**config.mk**
```make
export PLATFORM = sky130hd
export DESIGN_NAME = hazard_fwd_unit_flat
export DESIGN_NICKNAME = d
export VERILOG_FILES = /design/src/rtl/hazard_fwd_unit_if.sv /design/src/rtl/hazard_fwd_unit.sv /design/src/flat_wrapper.sv
export SDC_FILE = /design/constraint.sdc
export NUM_CORES = 1
export LEC_CHECK = 0
export BUFFER_PORTS_ARGS = -buffer_cell sky130_fd_sc_hd__buf_2
export CORE_MARGIN = 3
export CORE_UTILIZATION = 48
export CTS_CLUSTER_SIZE = 30
export DETAILED_ROUTE_END_ITERATION = 8
export MAX_ROUTING_LAYER = met4
export PLACE_DENSITY_LB_ADDON = 0.12
export SLEW_MARGIN = 5
export SYNTH_ARGS = -nofsm -noshare
export SYNTH_HDL_FRONTEND = slang
export SYNTH_SLANG_ARGS = --single-unit
```
**constraint.sdc**
```tcl
create_clock -name clk -period 1.9 [get_ports clk]
set_input_delay 0 -clock clk [delete_from_list [all_inputs] [get_ports clk]]
set_output_delay 0 -clock clk [all_outputs]
set_load 0.02 [all_outputs]
```
**src/rtl/hazard_fwd_unit_if.sv**
```systemverilog
// ID-stage request and hazard/forwarding response bundle between the pipeline
// control and hazard_fwd_unit.
interface hazard_fwd_unit_if #(
  parameter int ADDR_W = 5,
  parameter int SEL_W  = 2
);
  logic              id_valid;
  logic [ADDR_W-1:0] id_rs_addr;
  logic [ADDR_W-1:0] id_rt_addr;
  logic              id_rs_used;
  logic              id_rt_used;
  logic              id_wen;
  logic [ADDR_W-1:0] id_waddr;
  logic              id_is_load;
  logic              br_taken;
  logic              stall;
  logic              flush;
  logic [SEL_W-1:0]  fwd_a_sel;
  logic [SEL_W-1:0]  fwd_b_sel;
  logic [31:0]       stall_cnt;

  modport master (
    output id_valid, id_rs_addr, id_rt_addr, id_rs_used, id_rt_used,
           id_wen, id_waddr, id_is_load, br_taken,
    input  stall, flush, fwd_a_sel, fwd_b_sel, stall_cnt
  );

  modport slave (
    input  id_valid, id_rs_addr, id_rt_addr, id_rs_used, id_rt_used,
           id_wen, id_waddr, id_is_load, br_taken,
    output stall, flush, fwd_a_sel, fwd_b_sel, stall_cnt
  );
endinterface

```
**src/rtl/hazard_fwd_unit.sv**
```systemverilog
// Forwarding/interlock controller: tracks in-flight register writers in a shift
// queue and derives ID stall, branch flush and registered EXE forwarding selects.

module hfu_opnd_match #(
  parameter int ADDR_W   = 5,
  parameter int N_FWD    = 3,
  parameter int SEL_W    = 2,
  parameter int LOAD_LAT = 2
) (
  input  logic [ADDR_W-1:0]             addr,
  input  logic                          used,
  input  logic [N_FWD:1]                vld_pipe,
  input  logic [N_FWD:1]                wen_pipe,
  input  logic [N_FWD:1]                ld_pipe,
  input  logic [N_FWD:1][ADDR_W-1:0]    waddr_pipe,
  output logic [SEL_W-1:0]              sel,
  output logic                          haz
);
  // Scan oldest to youngest so the youngest matching writer has the last word.
  always_comb begin
    sel = '0;
    haz = 1'b0;
    for (int k = N_FWD; k >= 1; k--) begin
      if (vld_pipe[k] && wen_pipe[k] && (waddr_pipe[k] == addr) &&
          (addr != '0) && used) begin
        sel = SEL_W'(k);
        haz = ld_pipe[k] && (k < LOAD_LAT);
      end
    end
  end
endmodule

module hazard_fwd_unit #(
  parameter int ADDR_W   = 5,
  parameter int N_FWD    = 3,
  parameter int LOAD_LAT = 2,
  parameter int BR_DEPTH = 3,
  parameter int SEL_W    = 2
) (
  input logic              clk,
  input logic              rst_n,
  hazard_fwd_unit_if.slave hif
);
  localparam int N_OPND = 2;

  logic [N_FWD:1]             vld_pipe, wen_pipe, ld_pipe;
  logic [N_FWD:1][ADDR_W-1:0] waddr_pipe;

  logic [N_OPND-1:0][ADDR_W-1:0] op_addr;
  logic [N_OPND-1:0]             op_used, op_haz;
  logic [N_OPND-1:0][SEL_W-1:0]  op_sel;

  logic             stall, flush, xfer;
  logic [SEL_W-1:0] fwd_a_sel_q, fwd_b_sel_q;
  logic [31:0]      stall_cnt_q;

  // Operand 0 feeds EXE port A (rs), operand 1 feeds port B (rt).
  assign op_addr = {hif.id_rt_addr, hif.id_rs_addr};
  assign op_used = {hif.id_rt_used, hif.id_rs_used};

  for (genvar i = 0; i < N_OPND; i++) begin : g_opnd
    hfu_opnd_match #(
      .ADDR_W(ADDR_W), .N_FWD(N_FWD), .SEL_W(SEL_W), .LOAD_LAT(LOAD_LAT)
    ) u_match (
      .addr      (op_addr[i]),
      .used      (op_used[i]),
      .vld_pipe  (vld_pipe),
      .wen_pipe  (wen_pipe),
      .ld_pipe   (ld_pipe),
      .waddr_pipe(waddr_pipe),
      .sel       (op_sel[i]),
      .haz       (op_haz[i])
    );
  end

  assign flush = hif.br_taken;
  assign stall = hif.id_valid & (|op_haz) & ~flush;
  assign xfer  = hif.id_valid & ~stall & ~flush;

  // Stalled or flushed cycles push a bubble; a flush also kills writers younger
  // than the resolving branch while older ones keep draining.
  always_ff @(posedge clk or negedge rst_n) begin
    if (!rst_n) begin
      vld_pipe   <= '0;
      wen_pipe   <= '0;
      ld_pipe    <= '0;
      waddr_pipe <= '0;
    end else begin
      vld_pipe[1]   <= xfer;
      wen_pipe[1]   <= hif.id_wen;
      ld_pipe[1]    <= hif.id_is_load;
      waddr_pipe[1] <= hif.id_waddr;
      for (int k = 2; k <= N_FWD; k++) begin
        vld_pipe[k]   <= vld_pipe[k-1] & ~(flush && ((k - 1) < BR_DEPTH));
        wen_pipe[k]   <= wen_pipe[k-1];
        ld_pipe[k]    <= ld_pipe[k-1];
        waddr_pipe[k] <= waddr_pipe[k-1];
      end
    end
  end

  always_ff @(posedge clk or negedge rst_n) begin
    if (!rst_n) begin
      fwd_a_sel_q <= '0;
      fwd_b_sel_q <= '0;
      stall_cnt_q <= '0;
    end else begin
      fwd_a_sel_q <= xfer ? op_sel[0] : '0;
      fwd_b_sel_q <= xfer ? op_sel[1] : '0;
      if (stall && (stall_cnt_q != 32'hFFFF_FFFF))
        stall_cnt_q <= stall_cnt_q + 32'd1;
    end
  end

  assign hif.stall     = stall;
  assign hif.flush     = flush;
  assign hif.fwd_a_sel = fwd_a_sel_q;
  assign hif.fwd_b_sel = fwd_b_sel_q;
  assign hif.stall_cnt = stall_cnt_q;
endmodule

```
**src/flat_wrapper.sv**
```systemverilog
// flat-port wrapper written by rule: the top's interface ports become plain ports
module hazard_fwd_unit_flat 
#(
  parameter int ADDR_W   = 5,
  parameter int N_FWD    = 3,
  parameter int LOAD_LAT = 2,
  parameter int BR_DEPTH = 3,
  parameter int SEL_W    = 2
)
  (clk, rst_n, hif_id_valid, hif_id_rs_addr, hif_id_rt_addr, hif_id_rs_used, hif_id_rt_used, hif_id_wen, hif_id_waddr, hif_id_is_load, hif_br_taken, hif_stall, hif_flush, hif_fwd_a_sel, hif_fwd_b_sel, hif_stall_cnt);
  hazard_fwd_unit_if #(.ADDR_W(ADDR_W), .SEL_W(SEL_W)) hif_i ();
  input logic clk;
  input logic rst_n;
  input wire logic [$bits(hif_i.id_valid)-1:0] hif_id_valid;
  input wire logic [$bits(hif_i.id_rs_addr)-1:0] hif_id_rs_addr;
  input wire logic [$bits(hif_i.id_rt_addr)-1:0] hif_id_rt_addr;
  input wire logic [$bits(hif_i.id_rs_used)-1:0] hif_id_rs_used;
  input wire logic [$bits(hif_i.id_rt_used)-1:0] hif_id_rt_used;
  input wire logic [$bits(hif_i.id_wen)-1:0] hif_id_wen;
  input wire logic [$bits(hif_i.id_waddr)-1:0] hif_id_waddr;
  input wire logic [$bits(hif_i.id_is_load)-1:0] hif_id_is_load;
  input wire logic [$bits(hif_i.br_taken)-1:0] hif_br_taken;
  output wire logic [$bits(hif_i.stall)-1:0] hif_stall;
  output wire logic [$bits(hif_i.flush)-1:0] hif_flush;
  output wire logic [$bits(hif_i.fwd_a_sel)-1:0] hif_fwd_a_sel;
  output wire logic [$bits(hif_i.fwd_b_sel)-1:0] hif_fwd_b_sel;
  output wire logic [$bits(hif_i.stall_cnt)-1:0] hif_stall_cnt;
  assign hif_i.id_valid = hif_id_valid;
  assign hif_i.id_rs_addr = hif_id_rs_addr;
  assign hif_i.id_rt_addr = hif_id_rt_addr;
  assign hif_i.id_rs_used = hif_id_rs_used;
  assign hif_i.id_rt_used = hif_id_rt_used;
  assign hif_i.id_wen = hif_id_wen;
  assign hif_i.id_waddr = hif_id_waddr;
  assign hif_i.id_is_load = hif_id_is_load;
  assign hif_i.br_taken = hif_br_taken;
  assign hif_stall = hif_i.stall;
  assign hif_flush = hif_i.flush;
  assign hif_fwd_a_sel = hif_i.fwd_a_sel;
  assign hif_fwd_b_sel = hif_i.fwd_b_sel;
  assign hif_stall_cnt = hif_i.stall_cnt;
  hazard_fwd_unit #(.ADDR_W(ADDR_W), .N_FWD(N_FWD), .LOAD_LAT(LOAD_LAT), .BR_DEPTH(BR_DEPTH), .SEL_W(SEL_W)) u_core (.clk(clk), .rst_n(rst_n), .hif(hif_i));
endmodule
```
# == Yosys cells after proc, flatten, opt, wreduce, memory -nomap -nowiden ==
# Cells that the tools add are included.
# classes
addsub,1
eq_ne,7
mux,10
n_bitwise,8
n_reduce_logical,25
# ops
op,count
"adder 32 x 1 -> 32 bit, second input constant",1
"!= test 32 bit, second input constant",1
equality test 5 bit,6
logical AND 1 bit,22
two-way mux 2 bit,8
nonzero test 5 bit,2
AND 1 bit,6
two-way mux 1 bit,2
inverter 1 bit,2
OR reduction 2 bit,1
# totals
regBits,58
out_inout_bits,38

# == Logic depth before layout (Yosys ltp) ==
# Gate-level depths: netlist of run 1.
# logic_depth
word_depth,12
depth_mapped,8

# == Modules after synthesis ==
# From an unflattened synthesis of run 1, not the netlist that was laid out.
# unflattened
hier_cells,242
hier_area_um2,2802.7
# modules_own_cells
mod,n_inst,cells_each,area_per_inst_um2,seq_area_each_um2
hazard_fwd_unit,1,182,2347.3,1501.4
hfu_opnd_match,2,30,227.7,0.0

# == Worst setup path before layout of run 1 ==
# OpenSTA, ideal clock, no wires.
# synth_path
kind,register to register
start,register u_core.stall_cnt_q[0] (netlist: u_core.hif.stall_cnt[0])
end,register u_core.stall_cnt_q[18] (netlist: u_core.hif.stall_cnt[18])
arrival_ns,2.059
required_time_ns,1.766
path_slack_ns,-0.293
path_stages_with_launch,9
n_path_buf,1
period_less_slack_ns,2.193
cell_sequence,dfrtp_1 -> ha_1 -> and3_2 -> nand4_1 -> or4_4 -> o211a_1 -> buf_6 -> and3_4 -> xor2_1
# synth_via
elab_chain_cells,2
word_cells_on_any_way,3
cone_classes,1 x add/sub; 1 x eq/ne; 1 x reduce/logical
# synth_lines
element,line,source
"start, declared",hazard_fwd_unit.sv:55,logic [31:0] stall_cnt_q;
"start signal, assigned",hazard_fwd_unit.sv:111,stall_cnt_q <= stall_cnt_q + 32'd1;
branches (longest 2 deep; another with adder 32 x 1 -> 32 bit),-,
# Several ways; the timed one is not identified.
# A chain may end at the register's enable or synchronous reset.

# == Worst setup path in the final report of run 1 ==
# layout_path
start,register u_core.stall_cnt_q[0] (netlist: u_core.hif.stall_cnt[0])
end,register u_core.stall_cnt_q[15] (netlist: u_core.hif.stall_cnt[15])
# Same word-level chain as after synthesis.

==> results by stage, run 1 <==
STA:
- The total count of max-transition violations in the final report is 0.
- The achievable frequency is 0.498 GHz.
- The final worst clock skew is 0.00606 ns.
- The number of endpoints with negative hold slack in the final report is 0.
- The final period utilization is 106%.
- The final worst hold slack is ~0.13 ns.
- The setup slack after layout is -0.110 ns.
- The number of setup violations in the final report is 29.
- Measured against its own limit, the worst slew margin works out to around three quarters.
- The routed design could run at a clock period as short as a little over 2 ns.
- The measured slew at the worst slew-check pin is around 0.38 ns.
- Setup repair after global routing could not meet its margin everywhere.

Floorplanning:
- The area enclosed by the die boundary is ~6600 um^2.
- In this run the standard cell core region covers 5300 um^2.
- The die is between 80 and 90 um tall.
- For this configuration, the core starts out at a cell density of between 50% and 60%.
- The number of core rows is 26.
- The x dimension of the die is 81.2 um.
- just over 60 I/O pins were placed.

Logic synthesis:
- After synthesis the netlist holds a flip-flop and latch count of 58.
- The count of synthesis-stage warnings from yosys is 0.
- The proportion of synthesized flip-flops having asynchronous set or reset is between 90% and 100%.
- The synthesized area divided by synthesized cell count is 11.5 um^2.
- In this run the cell area of the synthesized design comes to approximately 2700 um^2.
- The sequential element share of the synthesized area is between 50% and 60%.
- For this run, the leading register cell type out of synthesis is sky130_fd_sc_hd__dfrtp_1.
- In this run, synthesis inferred 0 flip-flops with an integrated enable.
- The distinct cell type count after synthesis is 37.
- The number of cells produced by synthesis is 236.
- The number of nets handed over by synthesis was 260.

Critical path:
- Of all nets on the critical path, the largest fanout is 3.
- The worst setup path is of the reg -> reg kind.
- Counting both buffers and inverters, the worst setup path holds a total of 1.
- The signal on the critical path passes through ha_4, and3_4, nand4_1, or4_4, o211a_1, buf_4, nand3_1, xnor2_1.
- The startpoint identified for the worst register-to-register timing path is u_core.hif.stall_cnt[0].
- The data required time of the critical path is around 2.1 ns.
- The worst-case reg-to-reg path depth is 8.
- The worst stage delay on the critical path is 0.46 ns.
- Data arrives at the worst endpoint at about 2.3 ns.
- The critical register-to-register path endpoint is u_core.hif.stall_cnt[15].
- Following the worst setup path forward leads to its endpoint at u_core.hif.stall_cnt[15].
- The critical path capture point type is a register.
- In this run the worst setup path begins at u_core.hif.stall_cnt[0].
- In this run the number of cells on the critical path is 8.
- Among all stages on the critical path, the largest delay is contributed by sky130_fd_sc_hd__or4_4.
- The setup slack of the most critical reg-to-reg path is -0.11 ns.
- The cell family contributing the most delay on the critical path is simple AND/OR/NAND/NOR gates.
- The kind of start point of the critical path is a register.

Detailed routing:
- After detailed routing, the total wire length is between 6000 and 7000 um.
- The DRC violation total after the first TritonRoute iteration is 86.
- After detailed routing, the number of remaining DRC violations is 0.
- The average wire per cell in the routed design is 13.6 um.
- The first-pass iteration count of the detailed router is 4.
- Once detail routing completed, the nets flagged for antenna violations numbered 0.
- Across all layers, the routed design uses about 2,200 vias.
- The via density per instance is 4.94.

Cells and area:
- For this run, the post-layout net count is between 300 and 400.
- The multi-input combinational cells in the finished layout cover a total of between 1000 and 1500 um^2.
- For this run, the share of the core covered by cells in the final layout is about 73%.
- The area growth from synthesis to final layout is 42.6%.
- The register area is 1460 um^2.
- The count of filler cells inserted in the layout is between 400 and 500.
- The post-route standard cell area excluding fillers is between 3000 and 4000 um^2.
- Cells with a size suffix above 1 make up 43.3% of the layout.
- The most common library cell in the layout ignoring fill and taps is sky130_fd_sc_hd__buf_2.
- In the layout the commonest cells are sky130_fd_sc_hd__buf_2, sky130_fd_sc_hd__buf_4, sky130_fd_sc_hd__dfrtp_1.
- The antenna cell count is 0.

Outcome:
- The flow ran to the end, but the final reports show violations.
- The checks that failed: negative setup slack.

CTS:
- In this run the number of H-tree levels came out at 3.
- The clock-pin slew on the worst setup and hold paths is roughly 0.070 ns.
- TritonCTS built the clock tree.
- The clock tree buffer depth is 2.
- Clock tree synthesis found a total of 58 sinks.
- The CTS buffer count is 9.
- The root cell of the clock tree is sky130_fd_sc_hd__clkbuf_8.
- The insertion delay to the later sink of the worst-skew pair is roughly 0.33 ns.

GRT:
- Entering global routing, the biggest net connects 31 pins.
- The initial antenna violation count was 0.
- The first global-routing pass estimated between 10,000 and 15,000 um of wire.
- The overall routing resource usage is between 20% and 30%.
- The number of global-route vias before repair was about 2,200.
- Global routing finished with a remaining overflow of 0.

Place:
- Prior to clock tree synthesis, the placed netlist has a worst setup slack of -0.163 ns.
- The total cell area at the placement stage is 3530 um^2.
- The congestion estimate from routability-driven global placement came to ~0.84.
- Buffers placed on the I/O ports in this run total 60.
- The half-perimeter wire length after detailed placement is approximately 4600 um.

Flow run:
- The max-cap check violation count is 0.

Power and ir drop:
- After layout, the design draws a total of approximately 2.7 mW.
- The worst-case IR drop observed on VDD is approximately 0.00048 V.
- The power per standard cell area is 699 nW/um^2.
- The analysis attributes to cell leakage a power of 1.96 nW.

Min path:
- The path class of the lowest-slack min-delay path is in -> reg.
-- cells in the mapped netlist (3+ instances only) --
library cell | number | area, um^2
sky130_fd_sc_hd__and3_2 | 4 | 30.0
sky130_fd_sc_hd__xnor2_1 | 35 | 307
sky130_fd_sc_hd__nor4_1 | 4 | 25.0
sky130_fd_sc_hd__nor2b_1 | 4 | 25.0
sky130_fd_sc_hd__nor2_1 | 9 | 33.8
sky130_fd_sc_hd__or4_1 | 4 | 30.0
sky130_fd_sc_hd__nand2_1 | 21 | 78.8
sky130_fd_sc_hd__xor2_1 | 25 | 219
sky130_fd_sc_hd__nand3_1 | 5 | 25.0
sky130_fd_sc_hd__nand4_1 | 16 | 100
sky130_fd_sc_hd__dfrtp_1 | 58 | 1450
sky130_fd_sc_hd__inv_1 | 6 | 22.5
sky130_fd_sc_hd__buf_4 | 3 | 22.5
sky130_fd_sc_hd__nor3_1 | 12 | 60.1
-- worst min-delay path by stage --
stage | end | cells after the start | from
after CTS | u_core.vld_pipe[1] | 4 | hif_id_valid
after floorplan | u_core.hif.fwd_a_sel[0] | 0 | rst_n
after global routing | u_core.vld_pipe[1] | 4 | hif_id_valid
final | u_core.vld_pipe[1] | 4 | hif_id_valid
after global placement | u_core.wen_pipe[3] | 2 | rst_n
after detailed placement | u_core.vld_pipe[3] | 2 | rst_n
-- repair_timing --
item | in CTS | in global routing
gates resized for setup | 8 | 0
pin swaps | 7 | 1
endpoints found under the hold margin | 67 | 0
endpoints found under the setup margin | 31 | 33
setup buffers | 1 | 0
hold buffers | 9 | 0
-- cell families (layout without fill, tap and decap cells) --
| kind of cell | Yosys count | in the layout | synth area share (%) |
|---|---|---|---|
| AOI/OAI and AO/OA | 8 | 8 | 2.21 |
| adders and majority gates | 1 | 1 | 0.460 |
| muxes | 1 | 1 | 0.368 |
| and+or+nand+nor | 98 | 98 | 22.1 |
| buffers and inverters | 10 | 146 | 2.07 |
| DFF | 58 | 58 | 53.4 |
| xor gates and xnor gates | 60 | 60 | 19.3 |
-- state kept, by name (all words and copies together) (netlist names) --
name and cells:
u_core.hif.stall_cnt 32, u_core.waddr_pipe 15, u_core.hif.fwd_a_sel 2, u_core.hif.fwd_b_sel 2, u_core.vld_pipe 3, u_core.wen_pipe 3
u_core.ld_pipe 1
-- where the power goes --
| group | internal (mW) | switching (mW) | total [mW] |
|---|---|---|---|
| Sequential | 1.26 | 0.0205 | 1.28 |
| Combinational | 0.0902 | 0.0943 | 0.184 |
| Clock | 0.769 | 0.475 | 1.24 |
| Total | 2.12 | 0.589 | 2.71 |
-- stage by stage --
stage	TNS, ns	cells
floorplan	-1.94	236
CTS	-2.19	442
global placement	-0.750	416
finish	-2.20	442
global route	-5.78	442
detailed placement	-1.93	416
-- per-layer routing --
layer	global-route usage (%)	routed length (um)	vias up
met5	-	0	-
met4	11.3	146	0
met3	4.32	304	15
met2	31.9	2720	56
met1	27.9	2860	1023
li1	-	-	1090
-- final cells by class --
type | count | area share, %
Inverter | 6 | 0.581
Tap cell | 70 | 2.26
Multi-Input combinational cell | 168 | 32.3
Sequential cell | 58 | 37.7
Timing Repair Buffer | 124 | 21.5
Clock inverter | 5 | 2.00
Clock buffer | 11 | 3.65
-- worst register-to-register path, delay by kind of cell, from the launching register on --
family / cells / cell delay, ns
AND/OR/NAND/NOR: 4 / 0.89
buffers and inverters: 1 / 0.16
AO/OA/AOI/OAI: 1 / 0.20
adder cells (fa/ha/maj): 1 / 0.14
flip-flops: 1 / 0.39
XOR/XNOR: 1 / 0.13
Note: power is estimated with default switching activity, not from simulation.
==> run 2, diff against run 1 <==
- HOLD_SLACK_MARGIN: not set -> 0.08
- REMOVE_ABC_BUFFERS: not set -> 1
==> run 2 against run 1 <==
The flow still finishes with violations (negative setup slack). Clock skew down 0.0017 ns. Via count down 0.64%. Sequential cell count unchanged. Sequential power about the same. Wire length down 0.45%. Count of clock-buffer cells in the layout down 1. Clock power down 20%. Cell count down 0.23%. Global-route usage down 0.22 points. Sequential share of layout area down 0.10 points. First-iteration DRC count down 28%. Largest power group unchanged.
==> results by stage, run 2 (synthesis results as in run 1) <==
Outcome:
- The run finished, with violations left.
- The checks that failed: negative setup slack.

Power and ir drop:
- The power per standard cell area is 635 nW/um^2 (-9.1%).
- The internal power is 1.85 mW (-13%).
- The part of the total power dissipated in the clock network came to 40.6% (-5.3 points).
- The reported leakage power is 1.95 nW (-0.15%).
- The combinational cell fraction of total power is 7.2% (+0.4 points).
- The power consumption is 2.45 mW (-9.4%).
- The switching fraction of total power is 24.6% (+2.9 points).
- The share of power burned in registers is 52.1% (+4.8 points).
- The worst voltage drop across the vdd grid is 0.000438 V (-8.5%).
- The switching power of the nets was 0.604 mW (+2.5%).

STA:
- The shortest period the worst path allows is 2.02 ns (+0.00795 ns).
- The final period utilization is 106% (+0.42 points).
- Setup repair after global routing could not meet its margin everywhere.
- The setup slack after layout is -0.118 ns (-0.00795 ns).
- The normalized max-slew margin was 52.7% (-22 points).
- The number of endpoints with negative hold slack in the final report came to 0 (unchanged).
- The achievable frequency is 0.496 GHz (-0.39%).
- The measured slew at the worst slew-check pin is 0.710 ns (+0.333 ns).
- The number of setup violations in the final report was 32 (+10%).
- The final worst clock skew came to 0.00435 ns (-0.00171 ns).
- The total count of max-transition violations in the final report is 0 (unchanged).
- The post-route setup TNS is -2.26 ns (-0.0536 ns).

Critical path:
- The critical register-to-register path endpoint is u_core.hif.stall_cnt[27].
- The worst-case reg-to-reg path depth is 8 (unchanged).
- The timing startpoint of the critical path is u_core.hif.stall_cnt[1].
- Following the worst setup path forward leads to its endpoint at u_core.hif.stall_cnt[27].
- The top fanout value on the critical path came to 21 (+18).
- The worst setup path is launched from a register.
- The signal arrival time at the worst endpoint came to 2.22 ns (-0.03 ns).
- The data required time of the critical path was 2.10 ns (-0.04 ns).
- The critical path capture point type is a register.
- The setup slack of the most critical reg-to-reg path came to -0.12 ns (about the same).
- Traced cell by cell, the critical path runs through ha_2, and3_4, nand4_1, or4_4, o211ai_2, buf_12, nor3_1, xor2_1.
- The kind of critical path is reg -> reg.
- The worst stage delay on the critical path is 0.47 ns (about the same).
- The slowest stage of the critical path is the sky130_fd_sc_hd__or4_4 cell.
- The startpoint of the lowest-slack register-to-register path is u_core.hif.stall_cnt[1].

Floorplanning:
- The vertical die dimension is 81.2 um (unchanged).
- The number of core rows was 26 (unchanged).
- The number of top-level design ports is 61 (unchanged).
- The core footprint was 5300 um^2 (unchanged).
- The x dimension of the die is 81.2 um (unchanged).
- The area enclosed by the die boundary is 6600 um^2 (unchanged).
- The initial core utilization is 51.3% (unchanged).

Detailed routing:
- The final routed DRC violation total came to 0 (unchanged).
- The antenna violation net count after detailed routing was 0 (unchanged).
- The DRC violation total after the first TritonRoute iteration came to 62 (-28%).
- The average wire per cell in the routed design is 13.6 um (-0.22%).
- The count of vias placed by the detailed router is 2,170 (-0.64%).
- The via density per instance was 4.92 (-0.42%).
- The total detailed-routing wirelength is 6000 um (-0.45%).
- The first-pass iteration count of the detailed router came to 4 (unchanged).

Cells and area:
- The post-layout net count is 390 (-0.26%).
- The area growth from synthesis to final layout is 42.2%.
- The antenna cell count is 0 (unchanged).
- The count of filler cells inserted in the layout is 429 (+5.4%).
- The share of final-layout standard cells stronger than drive strength 1 is 42.6% (-0.69 points).
- The most common library cell in the layout ignoring fill and taps is sky130_fd_sc_hd__buf_2.
- The library cells used most frequently in the layout, excluding fill and tap cells, are sky130_fd_sc_hd__buf_2, sky130_fd_sc_hd__dfrtp_1, sky130_fd_sc_hd__buf_4.
- The number of flip-flops in the largest register is 32 (unchanged).
- The number of cells in the finished layout apart from fillers was 441 (-0.23%).

Place:
- The half-perimeter wire length after detailed placement is 4450 um (-2.5%).
- The count of input and output buffers is 60 (unchanged).
- The weighted congestion reported at the end of routability-driven placement came to 0.841 (+0.57%).
- The number of instances in the placed design is 412 (-0.96%).

CTS:
- The clock-pin slew on the worst setup and hold paths is 0.06 ns (about the same).
- The deepest level of the CTS H-tree was 3 (unchanged).
- The insertion delay to the later sink of the worst-skew pair is 0.33 ns (about the same).
- The CTS tree is yes.
- The clock tree buffer depth is 2 (unchanged).
- The root buffer cell chosen for the clock tree is sky130_fd_sc_hd__clkbuf_8.
- The number of sinks on the clock net is 58 (unchanged).
- The CTS buffer count came to 9 (unchanged).

GRT:
- The final global-route overflow total is 0 (unchanged).
- The maximum number of pins on one net before global-route repair was 59 (+90%).
- The number of global-route vias before repair is 2,206 (-0.41%).
- The global-route wire length before repair is 10,200 um (+0.47%).
- The overall routing resource usage is 21.3% (-0.22 points).
- The initial antenna violation count is 0 (unchanged).

Flow run:
- The max-cap check violation count is 0 (unchanged).

Min path:
- The path class of the tightest hold or removal check is in -> reg.
## run 2: cell types whose count changed in the layout (fill, tap and decap cells not counted), moves of 3 or more
cell	before	now
sky130_fd_sc_hd__dfrtp_1	51	58
sky130_fd_sc_hd__dfrtp_2	7	0
sky130_fd_sc_hd__buf_4	53	50
sky130_fd_sc_hd__clkinvlp_4	1	5
## run 2: cell type report
| class | instances | area, um^2 | area share, % |
|---|---|---|---|
| Clock buffer | 10 | 138 | 3.56 |
| Clock inverter | 6 | 42.5 | 1.10 |
| Sequential cell | 58 | 1450 | 37.6 |
| Timing Repair Buffer | 123 | 848 | 22.0 |
| Multi-Input combinational cell | 168 | 1270 | 33.0 |
| Inverter | 6 | 22.5 | 0.583 |
| Tap cell | 70 | 87.6 | 2.27 |
## run 2: worst max-delay path: cells and delay by family (launching register included)
| family | cells | cell delay, ns |
|---|---|---|
| and+or+nand+nor | 4 | 0.89 |
| DFF | 1 | 0.37 |
| buffers and inverters | 1 | 0.19 |
| adders and majority gates | 1 | 0.18 |
| xor gates and xnor gates | 1 | 0.15 |
| AOI/OAI and AO/OA | 1 | 0.11 |
## run 2: per-stage QoR
step           instance area (um^2)  worst slack (ns)  hold slack, ns  util (%)
2_1_floorplan                  2680            -0.367          -0.296         -
3_3_place_gp                   3470            -0.104           0.108      65.5
3_5_place_dp                   3470            -0.118           0.109      65.5
4_1_cts                        3770            -0.101           0.110      71.0
5_1_grt                        3860            -0.233           0.154      72.9
6_report                       3860            -0.118           0.144      72.9
## run 2: worst min path at each step
| stage | startpoint | to | slack, ns | depth (start not counted) |
|---|---|---|---|---|
| after global routing | hif_id_valid | u_core.vld_pipe[1] | 0.15 | 4 |
| after floorplan | rst_n | u_core.hif.fwd_a_sel[0] | -0.30 | 0 |
| final | hif_id_valid | u_core.vld_pipe[1] | 0.14 | 4 |
| after CTS | hif_id_valid | u_core.vld_pipe[1] | 0.11 | 4 |
| after detailed placement | hif_id_waddr[2] | u_core.waddr_pipe[2] | 0.11 | 1 |
| after global placement | hif_id_waddr[3] | u_core.waddr_pipe[3] | 0.11 | 1 |
## run 2: power by group through the flow
stage               sequential, mW  clock, mW  combinational [mW]
CTS                           1.28       1.03               0.180
finish                        1.28      0.997               0.177
floorplan                     1.30          0              0.0713
global route                  1.28       1.09               0.199
global placement              1.30          0               0.162
detailed placement            1.30          0               0.165
## run 2: metal layers
metal / track usage, % / wire length, um
met1: 27.3 / 2780
met3: 7.10 / 322
met5: - / 0
met2: 31.4 / 2820
met4: 7.77 / 78
## run 2: timing repair
item,in CTS,in global routing
cloned,0,1
buffers inserted,2,1
pin swaps,5,14
endpoints found under the setup margin,33,34
endpoints found under the hold margin,72,0
hold buffers,9,0
resized for setup,5,13
==> run 3, diff against run 2 <==
- CORE_UTILIZATION: 48 -> 40
- CTS_CLUSTER_SIZE: 30 -> 12
==> run 3 against run 2 <==
Power grew 22%. Final area grew 6.8%. Hold slack better by 0.023 ns. Clock power rose by 53%. Die area increased by 18%. First-iteration DRC count decreased by 1.6%. The run still ends with negative setup slack left. Non-clock buffer count rose by 12. Maximum frequency down 2.2%. Worst setup slack worse by 0.044 ns. Core utilization shrank 9.0 points. Sequential cell count did not move.
==> results by stage, run 3 (synthesis results as in run 1) <==
Outcome:
- The run finished, with violations left.
- The final reports fail on negative setup slack.

CTS:
- The deepest level of the CTS H-tree is 3 (unchanged).
- The CTS buffer count is 9 (unchanged).
- The CTS tree is yes.
- Clock tree synthesis selected as its root buffer the cell sky130_fd_sc_hd__clkbuf_8.
- The clock tree buffer depth is 2 (unchanged).
- The number of sinks on the clock net was 58 (unchanged).
- The insertion delay to the later sink of the worst-skew pair is 0.33 ns (about the same).
- The clock-pin slew on the worst setup and hold paths is 0.06 ns (about the same).

Cells and area:
- The antenna cell count is 0 (unchanged).
- The number of flip-flops in the largest register is 32 (unchanged).
- The count of filler cells inserted in the layout is 529 (+23%).
- The post-layout net count came to 402 (+3.1%).
- The share of final-layout standard cells stronger than drive strength 1 is 46.5% (+3.9 points).
- The library cell used most frequently in the layout, excluding fill and tap cells, is sky130_fd_sc_hd__buf_4.
- The library cells used most frequently in the layout, excluding fill and tap cells, are sky130_fd_sc_hd__buf_4, sky130_fd_sc_hd__buf_2, sky130_fd_sc_hd__dfrtp_1.
- The post-route standard cell area excluding fillers was 4130 um^2 (+6.8%).
- From synthesis to final layout, the design area changed by 51.8%.

STA:
- The final worst clock skew was 0.00713 ns (+0.00278 ns).
- The final worst hold slack is 0.167 ns (+0.0232 ns).
- The normalized max-slew margin came to 61.6% (+8.9 points).
- Setup repair after global routing could not meet its margin everywhere.
- The number of endpoints with negative hold slack in the final report is 0 (unchanged).
- The total count of max-transition violations in the final report was 0 (unchanged).
- The measured slew at the worst slew-check pin is 0.576 ns (-0.134 ns).
- The shortest period the worst path allows is 2.06 ns (+0.0444 ns).
- The number of setup violations in the final report was 33 (+3.1%).
- The final period utilization is 109% (+2.3 points).
- The setup slack after layout is -0.162 ns (-0.0444 ns).
- The achievable frequency is 0.485 GHz (-2.2%).

Detailed routing:
- The final routed DRC violation total is 0 (unchanged).
- The total detailed-routing wirelength is 6760 um (+13%).
- The antenna violation net count after detailed routing was 0 (unchanged).
- The via density per instance is 4.92 (about the same).
- The first-pass iteration count of the detailed router is 4 (unchanged).
- The DRC violation total after the first TritonRoute iteration came to 61 (-1.6%).
- The average wire per cell in the routed design is 14.7 um (+8.1%).
- The count of vias placed by the detailed router was 2,263 (+4.3%).

Critical path:
- The data required time of the critical path is 2.10 ns (about the same).
- The critical path capture point type is a register.
- In this run the critical register-to-register path is captured at u_core.hif.stall_cnt[11].
- The kind of start point of the critical path is a register.
- The setup slack of the most critical reg-to-reg path is -0.16 ns (-0.04 ns).
- The signal arrival time at the worst endpoint is 2.26 ns (+0.04 ns).
- The worst register-to-register path begins at u_core.hif.stall_cnt[0].
- The kind of critical path is reg -> reg.
- The worst-case reg-to-reg path depth is 8 (unchanged).
- The top fanout value on the critical path is 7 (-67%).

GRT:
- The global-route wire length before repair was 11,000 um (+7.8%).
- The overall routing resource usage came to 19.2% (-2.0 points).
- The number of global-route vias before repair came to 2,315 (+4.9%).
- The final global-route overflow total is 0 (unchanged).
- The initial antenna violation count is 0 (unchanged).
- The maximum number of pins on one net before global-route repair is 37 (-37%).

Flow run:
- The max-cap check violation count is 0 (unchanged).

Power and ir drop:
- The power per standard cell area is 727 nW/um^2 (+14%).
- The reported leakage power came to 2.12 nW (+8.3%).
- The worst voltage drop across the vdd grid is 0.000605 V (+38%).

Min path:
- The path class of the lowest-slack min-delay path is in -> reg.
- The hold path endpoint is u_core.hif.fwd_a_sel[0].
- The worst min-delay path startpoint is hif_id_rs_used.
- The number of cells on the worst hold path is 5 (+1).

Floorplanning:
- The x dimension of the die is 88.4 um (+8.8%).
- The core footprint was 6460 um^2 (+22%).
- The number of core rows is 29 (+12%).
- The vertical die dimension is 88.4 um (+8.8%).
- The area enclosed by the die boundary was 7820 um^2 (+18%).
- The number of top-level design ports was 61 (unchanged).
- The initial core utilization is 42.1% (-9.2 points).

Place:
- The count of input and output buffers came to 60 (unchanged).
- The half-perimeter wire length after detailed placement is 4930 um (+11%).
- The weighted congestion reported at the end of routability-driven placement came to 0.822 (-2.3%).
- The total cell area at the placement stage is 3580 um^2 (+3.1%).
- The worst-case setup slack after placement is -0.208 ns (-0.0897 ns).
[run 3: metal layers]
layer / vias up / GRT usage [%] / share of wire, %
met4: 0 / 6.73 / 1.2
met1: 1086 / 23.9 / 45
met3: 10 / 4.10 / 3.9
met2: 63 / 31.1 / 50
li1: 1104 / - / -
met5: - / - / 0
[run 3: repair_timing]
action,4_1_cts,5_1_grt
gates cloned,1,0
buffers inserted,2,0
pin swaps,10,5
endpoints found under the hold margin,31,0
hold buffers,9,0
resized for setup,26,11
setup endpoints to repair,33,34
[run 3: worst max-delay path by stage]
stage,endpoint,cells past startpoint,startpoint,slack (ns)
after floorplan,u_core.hif.stall_cnt[31],7,u_core.hif.stall_cnt[0],-0.37
after global routing,u_core.hif.stall_cnt[10],8,u_core.hif.stall_cnt[0],-0.27
after detailed placement,u_core.hif.stall_cnt[30],8,u_core.hif.stall_cnt[0],-0.21
final,u_core.hif.stall_cnt[11],8,u_core.hif.stall_cnt[0],-0.16
after global placement,u_core.hif.stall_cnt[30],8,u_core.hif.stall_cnt[0],-0.18
after CTS,u_core.hif.stall_cnt[30],8,u_core.hif.stall_cnt[0],-0.18
[run 3: report_power, final]
part | switching (mW) | leakage (nW) | total (mW) | internal, mW
registers | 0.0194 | 0.749 | 1.28 | 1.26
logic | 0.0972 | 1.23 | 0.191 | 0.0935
clock network | 0.489 | 0.134 | 1.53 | 1.04
total | 0.606 | 2.12 | 3.00 | 2.39
[run 3: worst max-delay path, cell delays in order, from the launching register on]
cell and delay (ns):
sky130_fd_sc_hd__dfrtp_1 0.36, sky130_fd_sc_hd__ha_2 0.19, sky130_fd_sc_hd__and3_4 0.19, sky130_fd_sc_hd__nand4_1 0.16, sky130_fd_sc_hd__or4_4 0.48, sky130_fd_sc_hd__o211ai_4 0.16
sky130_fd_sc_hd__buf_6 0.20, sky130_fd_sc_hd__nor4_4 0.05, sky130_fd_sc_hd__xor2_1 0.15
[run 3: metrics by stage]
| stage | utilization (%) | power (mW) | TNS (ns) | cells |
|---|---|---|---|---|
| CTS | 62.9 | 3.02 | -4.38 | 460 |
| global placement | 55.4 | 1.47 | -2.94 | 432 |
| global route | 63.9 | 3.12 | -6.75 | 460 |
| detailed placement | 55.4 | 1.48 | -4.00 | 432 |
| floorplan | - | 1.37 | -8.00 | 232 |
| finish | 63.9 | 3.00 | -3.64 | 460 |
[run 3: area by class of cell]
cell class | instances | area, um^2 | share of cell area, %
inverter | 6 | 22.5 | 0.546
clock inverter | 5 | 125 | 3.03
clock buffer | 11 | 141 | 3.43
tap | 77 | 96.3 | 2.34
multi-input combinational | 168 | 1360 | 32.9
timing repair buffer | 135 | 932 | 22.6
sequential | 58 | 1450 | 35.2
